**src/rtl/fetch_sequencer.sv**
```systemverilog
// Instruction-fetch sequencer: owns the PC and the 16-entry jump-target LUT, resolves decoder branches.
// Optional build macro RELATIVE_BRANCH_EN: LUT entries become signed PC-relative offsets instead of absolute targets.
module fetch_sequencer #(
   parameter int              PC_W       = 10,
   parameter logic [PC_W-1:0] START_ADDR = {PC_W{1'b0}},
   parameter logic [PC_W-1:0] END_ADDR   = {PC_W{1'b1}}
) (
   input  logic            Clk,
   input  logic            Reset,
   input  logic            start,
   input  logic            stall,
   input  logic [1:0]      branch,
   input  logic [3:0]      target_lut,
   input  logic            cond,
   input  logic            lut_we,
   input  logic [3:0]      lut_waddr,
   input  logic [PC_W-1:0] lut_wdata,
   output logic [PC_W-1:0] pc,
   output logic            running,
   output logic            taken,
   output logic            done
);

   typedef enum logic [1:0] {
      ST_IDLE = 2'd0,
      ST_RUN  = 2'd1,
      ST_DONE = 2'd2
   } state_t;

   state_t          state_q, state_d;
   logic [PC_W-1:0] pc_q, pc_d;
   logic [PC_W-1:0] lut_q [16];
   logic            cond_hit_s;
   logic            taken_s;
   logic [PC_W-1:0] branch_tgt_s;

   // Branch target: read of the registered LUT, so a same-cycle write is not yet visible.
`ifdef RELATIVE_BRANCH_EN
   assign branch_tgt_s = pc_q + lut_q[target_lut];
`else
   assign branch_tgt_s = lut_q[target_lut];
`endif

   // Branch decision and next-state / next-PC selection.
   always_comb begin
      state_d    = state_q;
      pc_d       = pc_q;
      cond_hit_s = 1'b0;
      case (branch)
         2'b11:   cond_hit_s = 1'b1;
         2'b01:   cond_hit_s = cond;
         2'b10:   cond_hit_s = ~cond;
         default: cond_hit_s = 1'b0;
      endcase
      taken_s = (state_q == ST_RUN) && !stall && cond_hit_s;
      case (state_q)
         ST_IDLE, ST_DONE: begin
            if (start) begin
               state_d = ST_RUN;
               pc_d    = START_ADDR;
            end else begin
               state_d = state_q;
            end
         end
         ST_RUN: begin
            if (stall) begin
               pc_d = pc_q;
            end else if (pc_q == END_ADDR) begin
               state_d = ST_DONE;
            end else if (taken_s) begin
               pc_d = branch_tgt_s;
            end else begin
               pc_d = pc_q + {{(PC_W-1){1'b0}}, 1'b1};
            end
         end
         default: begin
            state_d = ST_IDLE;
            pc_d    = {PC_W{1'b0}};
         end
      endcase
   end

   // State and program counter registers.
   always_ff @(posedge Clk or posedge Reset) begin
      if (Reset) begin
         state_q <= ST_IDLE;
         pc_q    <= {PC_W{1'b0}};
      end else begin
         state_q <= state_d;
         pc_q    <= pc_d;
      end
   end

   // Jump-target LUT, writable in every state.
   always_ff @(posedge Clk or posedge Reset) begin
      if (Reset) begin
         for (int i = 0; i < 16; i++) begin
            lut_q[i] <= {PC_W{1'b0}};
         end
      end else if (lut_we) begin
         lut_q[lut_waddr] <= lut_wdata;
      end else begin
         lut_q[lut_waddr] <= lut_q[lut_waddr];
      end
   end

   assign pc      = pc_q;
   assign running = (state_q == ST_RUN);
   assign done    = (state_q == ST_DONE);
   assign taken   = taken_s;

endmodule
```
**config.mk**
```make
export PLATFORM = sky130hd
export DESIGN_NAME = fetch_sequencer
export DESIGN_NICKNAME = d
export VERILOG_FILES = /design/src/rtl/fetch_sequencer.sv
export SDC_FILE = /design/constraint.sdc
export NUM_CORES = 1
export LEC_CHECK = 0
export ABC_AREA = 1
export CAP_MARGIN = 10
export CORE_AREA = 2 2 208 210
export CTS_CLUSTER_DIAMETER = 60
export DETAILED_ROUTE_END_ITERATION = 6
export DIE_AREA = 0 0 210 212
export HOLD_SLACK_MARGIN = 0.03
export SYNTH_ARGS = -nofsm -noshare
export SYNTH_HDL_FRONTEND = slang
export SYNTH_SLANG_ARGS = --single-unit
```
**constraint.sdc**
```tcl
create_clock -name Clk -period 6.4 [get_ports Clk]
set_input_delay 1.28 -clock Clk [delete_from_list [all_inputs] [get_ports Clk]]
set_output_delay 1.28 -clock Clk [all_outputs]
set_load 0.005 [all_outputs]
```
==> impl_results.md <==
- Outcome: completed
- Source of the worst register-to-register timing path: pc[0]$_DFFE_PP0P_
- Net count after synthesis: about 1700
- Area share of fa/ha/maj cells after synthesis: less than 1%
- Share of synthesized area spent on multiplexers: 0%
- # rows: 76
- Maximum number of pins on one net before global-route repair: 81
- Number of search-and-repair iterations in the first detailed-routing pass: 6
- Buffers & Inverters on Critical Path: 3
- Detailed placement HPWL: around 20000 um
- Core footprint: approximately 43000 um^2
- Routed wire length: ~35000 um
- Initial core utilization: 24.6%
- Cell-by-cell listing of the critical path: clkdlybuf4s50_1 -> or2_2 -> o211ai_2 -> inv_1 -> clkdlybuf4s50_1
- Instance area at placement: approximately 11000 um^2
- Ports: 39
- Flop pwr share: 42.1%
- Net Sw Frac: approximately a third
- Clk_skew: around 0.008 ns
- Final TNS setup: 0 ns
- Combinational power share: roughly a quarter
- Max stage delay cell, worst path: sky130_fd_sc_hd__clkdlybuf4s50_1
- R2R setup slack: ~4.2 ns
- Top cell by count, worst path: sky130_fd_sc_hd__clkdlybuf4s50_1
- Clock Power Share: approximately 34%
- Category of the worst setup path capture point: output port
- Net switching power: 0.00121 W
- Clock transition at the register clock pins on the worst setup and hold paths after CTS: 0.07 ns
- Number of max-cap violations: 0
- Design Area, Final: around 12000 um^2
- Clock root cell: sky130_fd_sc_hd__clkbuf_16
- Ant. Diodes: 0
- Fraction of layout cells with a size suffix above 1: between 3 and 4%
- Count of endpoints failing hold in the final timing report: 0
- Mean area per synthesized cell: between 6 and 7 um^2
- Leftover overflow at the end of global routing: 0
- Number of H-tree branching levels: 4
- Average wire per cell in the routed design: 16.4 um
- Kind of cell adding the most delay to the critical path: buffers and inverters
- Largest family of logic cells by synthesized area: simple AND/OR/NAND/NOR gates
- Clock sink count: approximately 170
- Post-route core utilization: between 20% and 30%
- Source-to-sink clock delay at the later pin of the worst-skew pair: roughly 0.45 ns
- Arrival time at the worst endpoint: about 3.2 ns
- Highest attainable clock frequency: approximately 0.23 GHz
- Compound-Gate Fraction of Synth Area: between 10% and 20%
- Routability-driven placement congestion ratio: 0.826
- Crit Path Max Fanout: 12
- Via-to-Cell Ratio: approximately 4.9
- Worst-case vdd ir drop: approximately 0.00017 V
- Crit share post-route: a little under 70%
- Required time of the critical path: ~5.1 ns
- Critical path launch point type: input pin
- Pwr/cell area: between 300 and 400 nW/um^2
- Worst slew pin tran: approximately 1.2 ns
- Critical setup path kind: input pin to output port
- Synthesized area: ~10000 um^2
- Hold_buf cts: 0
- Maximum buffer depth of the clock tree: 2
- CP peak stage delay: 0.60 ns
- Part of the Yosys area used for sequential elements: between 40% and 50%
- Syn Inst Count: about 1600
- Hold worst-path end: lut_q[42]$_DFFE_PP0N_
- Vias in the first global route: 9935
- Max-slew headroom at the worst pin: 18.0%
- Area of the die: 44500 um^2
- Xor and xnor fraction of the mapped netlist area: less than 1%
- Worst hold-check slack: 0.480 ns
- Initial DRC count: approximately 1100
- Min Clock Period, post-route: around 4.4 ns
- Hold/Removal Path Class: flop to flop
- Number of antenna violations at the first check in global routing: 0
- Count of fill cells added during filler insertion: about 4600
- Cell count of the worst reg-to-reg path: 7
- Via count: 10400
- Number of cells traversed by the worst hold path: 2
- Number of distinct library cells after synthesis: 30
- Total internal power: between 0.002 and 0.0025 W
- Final setup vio count: 0
- Total Nets Final: approximately 1600
- First-pass GRT wire length: ~55000 um
- Clock buffers created by TritonCTS: 17
- Total routing usage reported by global routing: between 15 and 20%
- Worst R2R End: pc[9]$_DFFE_PP0P_
- CTS tree: built
- #FFs+latches synth: about 170
- Hold path startpoint: lut_q[42]$_DFFE_PP0N_
- Static leakage: roughly 6 nW
- Number of remaining DRC errors: 0
- Final Max Tran Viols: 0
- Detail Route Antenna Nets: 0
- Port Buffer Count: 38
- Post-cts sizing count: 0
- Number of warnings printed during yosys synthesis: 0
- Post-Synth Simple-Gate Area: 37.1%
- Buffers inserted by post-CTS timing repair: 0
- RSZ-0062 raised after global routing: no
- Die X: 210 um
- Area growth from synthesis to layout: 12.9%
- Vert. Die Dim: 212 um
==> logic make-up after synthesis <==
logic type | after synthesis
and+or+nand+nor | 987
AOI/OAI and AO/OA | 233
buffers and inverters | 228
DFF | 172
xor gates and xnor gates | 6
adders and majority gates | 1
==> final cells by class <==
class	instances	area, um^2	share of cell area, %
clock buffers	17	425	3.61
repair buffers	45	425	3.61
multi-input cells	1227	5240	44.4
well taps	546	683	5.79
inverters	122	463	3.92
flip-flops and latches	172	4300	36.5
clock inverters	15	256	2.17
==> worst max-delay path by stage <==
stage	slack [ns]	end	from	cells past startpoint
2_1_floorplan	0.46	lut_q[0]$_DFFE_PP0N_	Reset	1
3_3_place_gp	2.02	taken	stall	5
3_5_place_dp	1.98	taken	cond	5
4_1_cts	1.97	taken	stall	5
5_1_grt	1.87	taken	stall	5
6_report	1.96	taken	cond	5
==> cell usage in the layout (no fill, tap or decap), types with 2 or more instances in the layout <==
master | synthesis | routed
sky130_fd_sc_hd__clkbuf_16 | 0 | 17
sky130_fd_sc_hd__dfrtp_1 | 172 | 172
sky130_fd_sc_hd__nor3_1 | 2 | 2
sky130_fd_sc_hd__nor2_2 | 0 | 2
sky130_fd_sc_hd__o21ai_0 | 92 | 92
sky130_fd_sc_hd__bufinv_16 | 0 | 6
sky130_fd_sc_hd__o21ai_1 | 23 | 23
sky130_fd_sc_hd__o22ai_1 | 6 | 6
sky130_fd_sc_hd__a22oi_1 | 3 | 3
sky130_fd_sc_hd__nand2_2 | 2 | 2
sky130_fd_sc_hd__nand3_2 | 8 | 8
sky130_fd_sc_hd__inv_2 | 2 | 2
sky130_fd_sc_hd__o211ai_1 | 34 | 34
sky130_fd_sc_hd__nand3_1 | 84 | 84
sky130_fd_sc_hd__inv_6 | 0 | 6
sky130_fd_sc_hd__nor2_4 | 0 | 2
sky130_fd_sc_hd__o21a_1 | 2 | 2
sky130_fd_sc_hd__nand2_1 | 684 | 684
sky130_fd_sc_hd__clkdlybuf4s50_1 | 0 | 36
sky130_fd_sc_hd__xor2_1 | 5 | 5
sky130_fd_sc_hd__nor2_1 | 204 | 200
sky130_fd_sc_hd__buf_4 | 5 | 8
sky130_fd_sc_hd__inv_1 | 119 | 118
sky130_fd_sc_hd__a21oi_1 | 71 | 71
==> cells in the mapped netlist <==
library cell	instances	share of area (%)
sky130_fd_sc_hd__nand2_2	2	0.12
sky130_fd_sc_hd__buf_6	2	0.22
sky130_fd_sc_hd__a21oi_1	71	3.4
sky130_fd_sc_hd__o21ai_1	23	1.1
sky130_fd_sc_hd__dfrtp_1	172	41
sky130_fd_sc_hd__a22oi_1	3	0.22
sky130_fd_sc_hd__buf_4	5	0.36
sky130_fd_sc_hd__nand3b_1	1	0.072
sky130_fd_sc_hd__nor2_1	204	7.3
sky130_fd_sc_hd__o21a_1	2	0.14
sky130_fd_sc_hd__clkinv_1	1	0.036
sky130_fd_sc_hd__buf_2	28	1.3
sky130_fd_sc_hd__xor2_1	5	0.42
sky130_fd_sc_hd__ha_1	1	0.12
sky130_fd_sc_hd__o211ai_1	34	2.4
sky130_fd_sc_hd__nand3_1	84	4.0
sky130_fd_sc_hd__inv_1	119	4.3
sky130_fd_sc_hd__or2_2	1	0.060
sky130_fd_sc_hd__clkbuf_1	70	2.5
sky130_fd_sc_hd__inv_2	2	0.072
sky130_fd_sc_hd__o211ai_2	1	0.12
sky130_fd_sc_hd__o22ai_1	6	0.36
sky130_fd_sc_hd__nand4_1	1	0.060
sky130_fd_sc_hd__nor3_1	2	0.096
sky130_fd_sc_hd__a21o_1	1	0.072
sky130_fd_sc_hd__xnor2_1	1	0.084
sky130_fd_sc_hd__buf_1	1	0.036
sky130_fd_sc_hd__nand3_2	8	0.77
sky130_fd_sc_hd__o21ai_0	92	4.4
sky130_fd_sc_hd__nand2_1	684	25
==> power by group through the flow <==
| stage | logic (W) | registers (W) | clock network [W] |
|---|---|---|---|
| 2_1_floorplan | 0.000615 | 0.00148 | 0 |
| 3_3_place_gp | 0.000830 | 0.00153 | 0 |
| 3_5_place_dp | 0.000849 | 0.00153 | 0 |
| 4_1_cts | 0.000851 | 0.00151 | 0.00124 |
| 5_1_grt | 0.000980 | 0.00154 | 0.00129 |
| 6_report | 0.000853 | 0.00151 | 0.00123 |
==> metrics by stage <==
| step | instances | total power [W] | worst slack [ns] |
|---|---|---|---|
| 2_1_floorplan | 1627 | 0.00210 | 0.460 |
| 3_3_place_gp | 2112 | 0.00236 | 2.02 |
| 3_5_place_dp | 2112 | 0.00237 | 1.98 |
| 4_1_cts | 2144 | 0.00360 | 1.97 |
| 5_1_grt | 2144 | 0.00381 | 1.87 |
| 6_report | 2144 | 0.00360 | 1.96 |
==> per-layer routing <==
metal	part of all wire [%]	global-route usage [%]
met2	47	26.8
met1	42	20.1
met3	6.9	2.58
met4	4.1	8.12
met5	0	0
==> worst reg2reg max path, delay by kind of cell, from the launching register on <==
kind	cells	cell delay, ns
simple gates	4	0.48
flops	1	0.42
compound gates	1	0.93
fa+ha+maj	1	0.21
buf+inv	1	0.11
==> sequential cells by signal, summed over array words and instances, names as in the netlist <==
name / cells
pc: 10
state_q: 2
lut_q: 160
Note: power is estimated with default switching activity, not from simulation.
